## src/rtl/acc_core_if.sv

```systemverilog
// rtl/acc_core_if.sv - request/acknowledge memory port shared by the accumulator core and its memory
interface acc_core_if #(
    parameter int DW = 16,
    parameter int AW = 13
);
    logic          mem_req;
    logic          mem_we;
    logic [AW-1:0] mem_addr;
    logic [DW-1:0] mem_wdata;
    logic [DW-1:0] mem_rdata;
    logic          mem_ack;

    modport master (
        output mem_req, mem_we, mem_addr, mem_wdata,
        input  mem_rdata, mem_ack
    );

    modport slave (
        input  mem_req, mem_we, mem_addr, mem_wdata,
        output mem_rdata, mem_ack
    );
endinterface

```

## src/rtl/acc_core.sv

```systemverilog
// rtl/acc_core.sv - multicycle accumulator core with fetch/execute control and a single memory port
module acc_core #(
    parameter int            DW       = 16,
    parameter int            AW       = 13,
    parameter logic [AW-1:0] RESET_PC = '0
) (
    input  logic          clk,
    input  logic          rst,
    acc_core_if.master    mem,
    output logic          halted,
    output logic          carry,
    output logic [AW-1:0] pc_out,
    output logic [DW-1:0] acc_out
);
    typedef enum logic [2:0] {StFetch, StDecode, StRead, StExec, StStore, StHalt} stateT;
    typedef enum logic [2:0] {OpAdd, OpAnd, OpLda, OpSta, OpJmp, OpJz, OpSub, OpHalt} opcodeT;

    stateT         state;
    stateT         nextState;
    logic [AW-1:0] pc;
    logic [DW-1:0] ir;
    logic [DW-1:0] acc;
    logic [DW-1:0] mdr;
    opcodeT        opcode;
    logic [AW-1:0] operand;
    logic [DW:0]   aluSum;
    logic [DW:0]   aluDiff;
    logic          memReq;
    logic          memWe;
    logic [AW-1:0] memAddr;

    assign opcode  = opcodeT'(ir[DW-1:DW-3]);
    assign operand = ir[AW-1:0];
    // The extra top bit of the difference is the borrow out of the unsigned subtraction.
    assign aluSum  = {1'b0, acc} + {1'b0, mdr};
    assign aluDiff = {1'b0, acc} - {1'b0, mdr};

    if (DW > AW + 3) begin : gIgnoredIrBits
        logic unusedIrBits;
        assign unusedIrBits = ^ir[DW-4:AW];
    end

    always_comb begin
        nextState = state;
        memReq    = 1'b0;
        memWe     = 1'b0;
        memAddr   = operand;
        case (state)
            StFetch: begin
                memReq  = 1'b1;
                memAddr = pc;
                if (mem.mem_ack) nextState = StDecode;
            end
            StDecode: begin
                case (opcode)
                    OpAdd, OpAnd, OpLda, OpSub: nextState = StRead;
                    OpSta:                      nextState = StStore;
                    OpHalt:                     nextState = StHalt;
                    default:                    nextState = StFetch;
                endcase
            end
            StRead: begin
                memReq = 1'b1;
                if (mem.mem_ack) nextState = StExec;
            end
            StExec: nextState = StFetch;
            StStore: begin
                memReq = 1'b1;
                memWe  = 1'b1;
                if (mem.mem_ack) nextState = StFetch;
            end
            StHalt:  nextState = StHalt;
            default: nextState = StFetch;
        endcase
    end

    always_ff @(posedge clk or negedge rst) begin
        if (!rst) begin
            state <= StFetch;
            pc    <= RESET_PC;
            ir    <= '0;
            acc   <= '0;
            mdr   <= '0;
            carry <= 1'b0;
        end else begin
            state <= nextState;
            case (state)
                StFetch: begin
                    if (mem.mem_ack) begin
                        ir <= mem.mem_rdata;
                        pc <= pc + AW'(1);
                    end
                end
                StDecode: begin
                    if (opcode == OpJmp || (opcode == OpJz && acc == '0)) pc <= operand;
                end
                StRead: begin
                    if (mem.mem_ack) mdr <= mem.mem_rdata;
                end
                StExec: begin
                    case (opcode)
                        OpAdd: begin
                            acc   <= aluSum[DW-1:0];
                            carry <= aluSum[DW];
                        end
                        OpSub: begin
                            acc   <= aluDiff[DW-1:0];
                            carry <= aluDiff[DW];
                        end
                        OpAnd:   acc <= acc & mdr;
                        OpLda:   acc <= mdr;
                        default: ;
                    endcase
                end
                default: ;
            endcase
        end
    end

    // Requests are withdrawn the instant reset asserts so an outstanding access is abandoned.
    assign mem.mem_req   = memReq & rst;
    assign mem.mem_we    = memWe;
    assign mem.mem_addr  = memAddr;
    assign mem.mem_wdata = acc;
    assign halted        = (state == StHalt);
    assign pc_out        = pc;
    assign acc_out       = acc;
endmodule

```

## src/flat_wrapper.sv

```systemverilog
// flat-port wrapper written by rule: the top's interface ports become plain ports
module acc_core_flat 
#(
    parameter int            DW       = 16,
    parameter int            AW       = 13,
    parameter logic [AW-1:0] RESET_PC = '0
)
  (clk, rst, halted, carry, pc_out, acc_out, mem_mem_req, mem_mem_we, mem_mem_addr, mem_mem_wdata, mem_mem_rdata, mem_mem_ack);
  acc_core_if #(.DW(DW), .AW(AW)) mem_i ();
  input  logic clk;
  input  logic rst;
  output logic halted;
  output logic carry;
  output logic [AW-1:0] pc_out;
  output logic [DW-1:0] acc_out;
  output wire logic [$bits(mem_i.mem_req)-1:0] mem_mem_req;
  output wire logic [$bits(mem_i.mem_we)-1:0] mem_mem_we;
  output wire logic [$bits(mem_i.mem_addr)-1:0] mem_mem_addr;
  output wire logic [$bits(mem_i.mem_wdata)-1:0] mem_mem_wdata;
  input wire logic [$bits(mem_i.mem_rdata)-1:0] mem_mem_rdata;
  input wire logic [$bits(mem_i.mem_ack)-1:0] mem_mem_ack;
  assign mem_mem_req = mem_i.mem_req;
  assign mem_mem_we = mem_i.mem_we;
  assign mem_mem_addr = mem_i.mem_addr;
  assign mem_mem_wdata = mem_i.mem_wdata;
  assign mem_i.mem_rdata = mem_mem_rdata;
  assign mem_i.mem_ack = mem_mem_ack;
  acc_core #(.DW(DW), .AW(AW), .RESET_PC(RESET_PC)) u_core (.clk(clk), .rst(rst), .mem(mem_i), .halted(halted), .carry(carry), .pc_out(pc_out), .acc_out(acc_out));
endmodule
```

## config.mk

```make
export PLATFORM = sky130hd
export DESIGN_NAME = acc_core_flat
export DESIGN_NICKNAME = d
export VERILOG_FILES = /design/src/rtl/acc_core_if.sv /design/src/rtl/acc_core.sv /design/src/flat_wrapper.sv
export SDC_FILE = /design/constraint.sdc
export NUM_CORES = 1
export LEC_CHECK = 0
export CAP_MARGIN = 10
export CORE_AREA = 3 3 170 131
export CTS_BUF_LIST = sky130_fd_sc_hd__clkbuf_2 sky130_fd_sc_hd__clkbuf_4 sky130_fd_sc_hd__clkbuf_8
export DETAILED_ROUTE_END_ITERATION = 6
export DIE_AREA = 0 0 173 134
export PLACE_DENSITY_LB_ADDON = 0.15
export SLEW_MARGIN = 25
export SYNTH_ARGS = -nofsm -noshare
export SYNTH_HDL_FRONTEND = slang
export SYNTH_SLANG_ARGS = --single-unit
```

## constraint.sdc

```tcl
create_clock -name clk -period 6.5 [get_ports clk]
set_input_delay 1.3 -clock clk [delete_from_list [all_inputs] [get_ports clk]]
set_output_delay 1.3 -clock clk [all_outputs]
set_load 0.01 [all_outputs]
```

==> run_results.csv <==
group,metric,value,unit
worst_setup_path,start_kind,"primary input",
floorplan,die-height,134,um
layout,syn2layout_area_growth,23.2,%
pwr,finalPower,0.000813,W
global_routing,grt_antenna_before_repair,0,
global_routing,met1_usage,22.7,%
timing,hold_violations,0,
pwr,power_frac_seq,49.7,%
clock_tree,cts_tree,"built",
timing,max_freq,245,MHz
route,drt_first_pass_iters,5,
min_path,min_from,"u_core.ir[2]",
timing,maxSlewViolCount,0,
global_routing,met2_usage,23.1,%
worst_setup_path,crit_path_end_kind,"output pin",
worst_setup_path,crit_chain,"buf_2 > buf_4 > inv_1 > a211oi_1 > clkdlybuf4s50_1",
pwr,p_sw,0.000191,W
worst_setup_path,crit_required,5200,ps
route,routed_wl,17.9,mm
route,avgViaCountPerCell,5.13,
floorplan,core,0.0208,mm^2
placement,place_ws,2370,ps
yosys,synth.avg_cell_area,8.42,um^2
yosys,synth_edf_count,0,
yosys,synthesis.nets,664,
worst_setup_path,cp.arrival,2780,ps
route,drtIter0Drc,469,
yosys,yosys_most_used_dff,"dfrtp_1",
pwr,internal_power,0.000623,W
yosys,synth-seq-cells,65,
placement,placed_area,0.00611,mm^2
layout,nets,712,
placement,hpwlAfterDp,13.3,mm
global_routing,grt.busiest_layer,"met2",
pwr,p_leak,2.54,nW
worst_setup_path,crit_type,"primary input to output pin",
yosys,seq_area_frac_synth,31.7,%
layout,regArea,0.00163,mm^2
floorplan,io_pins,81,
layout,antennaDiodeCount,0,
min_path,min_to,"u_core.ir[2]",
layout,multiInputGateArea,0.00313,mm^2
worst_setup_path,critPathMaxFanout,37,
yosys,synth_cell_types,67,
timing,tns,0,ps
yosys,synthCells,610,
timing,timing.final.crit_share,62.8,%
pwr,sw_frac_of_total,23.4,%
layout,final_common_cell,"clkdlybuf4s50_1",
timing,clock-skew-final,11.5,ps
floorplan,die_area,0.0232,mm^2
yosys,async_flop_share,100,%
placement,io_buffers,80,
timing,finalSetupViolCount,0,
clock_tree,ctsRootBufferMaster,"clkbuf_8",
floorplan,start_util,24.6,%
route,drc,0,
clock_tree,cts.sinks,65,
layout,most-common-layout-cells,"clkdlybuf4s50_1, dfrtp_1, nor2_1",
clock_tree,clock_latency,370,ps
run_status,status,"finished clean",
pwr,comb_power_share,3.0,%
global_routing,grt_usage,15.3,%
min_path,min_path_type,"flip-flop to flip-flop",
worst_setup_path,worst_path_max_delay_cell,"clkdlybuf4s50_1",
route,vias,4880,
timing,worst_pin_slew,907,ps
layout,drive_above_1_share,10.1,%
pwr,power_frac_clock,47.3,%
global_routing,grt_pass1_wl,27.7,mm
floorplan,rows,46,
clock_tree,clk_path_buf_depth,2,
worst_setup_path,critPathMaxStageDelay,600,ps
global_routing,use_met3,3.00,%
timing,fin_ws,2420,ps
timing,slew_headroom,39.6,%
worst_setup_path,r2r_cells,10,
yosys,synth_top_area_cell,"dfrtp_1",
timing,finalCriticalPeriod,4080,ps
timing,rsz0062_at_grt,"no",
job,cap_violations,0,
pwr,ir_worst_vdd,0.0665,mV
clock_tree,path_clk_slew,80,ps
floorplan,die_w,173,um
min_path,whs_path_depth,1,
global_routing,grt-ovfl-total,0,
yosys,yosysWarnings,0,
global_routing,grt_start_max_net_pins,38,
pwr,p_per_area,129,mW/mm^2
yosys,synth_area_leaders,"dfrtp_1, ha_1, mux2_2",
worst_setup_path,r2r_slack,3380,ps
clock_tree,htreeDepth,3,
worst_setup_path,reg2reg_from,"u_core.acc_out[0]",
yosys,syn-cell-area,0.00513,mm^2
clock_tree,numCtsBuffers,9,
global_routing,grt_pass1_vias,4658,
route,wl_per_cell,18.8,um
route,ant_nets,0,
placement,gp_congestion,0.885,
layout,stdcell_area,0.00633,mm^2
clock_tree,cts-hold-fix-buffers,0,
layout,fillers,2265,
worst_setup_path,r2r_end,"u_core.acc_out[14]",
yosys,synth_top_area_share,31.7,%
clock_tree,cts_setup_buffers,0,
clock_tree,ctsResizeCount,0,
[worst max path at each step]
stage	startpoint	to	slack, ps	cells after the start
3_5_place_dp	rst	mem_mem_req	2370	5
2_1_floorplan	rst	mem_mem_req	3530	2
3_3_place_gp	rst	mem_mem_req	2330	5
6_report	rst	mem_mem_req	2420	5
5_1_grt	rst	mem_mem_req	2270	5
4_1_cts	rst	mem_mem_req	2360	5
[power by group through the flow]
stage          Combinational [W]  Sequential [W]  Clock, W
2_1_floorplan        0.000000637        0.000412         0
3_3_place_gp           0.0000256        0.000412         0
3_5_place_dp           0.0000254        0.000412         0
4_1_cts                0.0000255        0.000404  0.000401
5_1_grt                0.0000271        0.000404  0.000414
6_report               0.0000241        0.000404  0.000385
[logic make-up (layout without fill, tap and decap cells)]
group	count (synthesis)	in the layout	synth area share (%)
AO/OA/AOI/OAI	203	203	26.0
XOR/XNOR	12	12	2.05
adder cells (fa/ha/maj)	35	35	8.82
buffers and inverters	87	140	7.87
flip-flops	65	65	31.7
multiplexers	35	35	7.53
AND/OR/NAND/NOR	173	173	16.0
[Yosys cell counts (all sizes together), types with 7 or more instances]
cell and count:
dfrtp 65, inv 36, nand2 42, a21oi 49
o31ai 8, nor4 11, clkbuf 25, ha 33
mux2 29, xnor2 10, a22oi 11, a31oi 7
o22a 8, nand2b 9, o21bai 7, o21ai 58
nand3 16, nor2 58, a211oi 8, o221ai 7
buf 26, nor3 13
[metrics by stage]
step	util, %	hold slack [ps]	cells
2_1_floorplan	-	477	610
3_3_place_gp	29.3	521	935
3_5_place_dp	29.3	521	935
4_1_cts	30.4	540	951
5_1_grt	30.4	569	951
6_report	30.4	534	951
[state kept, by name, indices dropped and copies added (netlist names)]
name            flops
u_core.state        3
u_core.ir          16
u_core.acc_out     16
u_core.mdr         16
u_core.carry        1
u_core.pc_out      13
[per-layer routing]
| metal | routed length (um) | vias to the layer above |
|---|---|---|
| met5 | 0 | - |
| met1 | 8920 | 2398 |
| met4 | 136 | 0 |
| met2 | 7740 | 178 |
| li1 | - | 2290 |
| met3 | 1080 | 14 |
[worst max-delay path: cells and delay by family]
kind                   cells  cell delay (ps)
AOI/OAI and AO/OA          1              260
buffers and inverters      4             1180
[area by class of cell]
class                      count  area share, %
tap                          288           5.70
clock buffer                  12           2.61
multi-input combinational    458           49.5
timing repair buffer          88           13.5
clock inverter                 4          0.791
inverter                      36           2.14
sequential                    65           25.7
No activity file was read; power rests on OpenSTA's default activity.
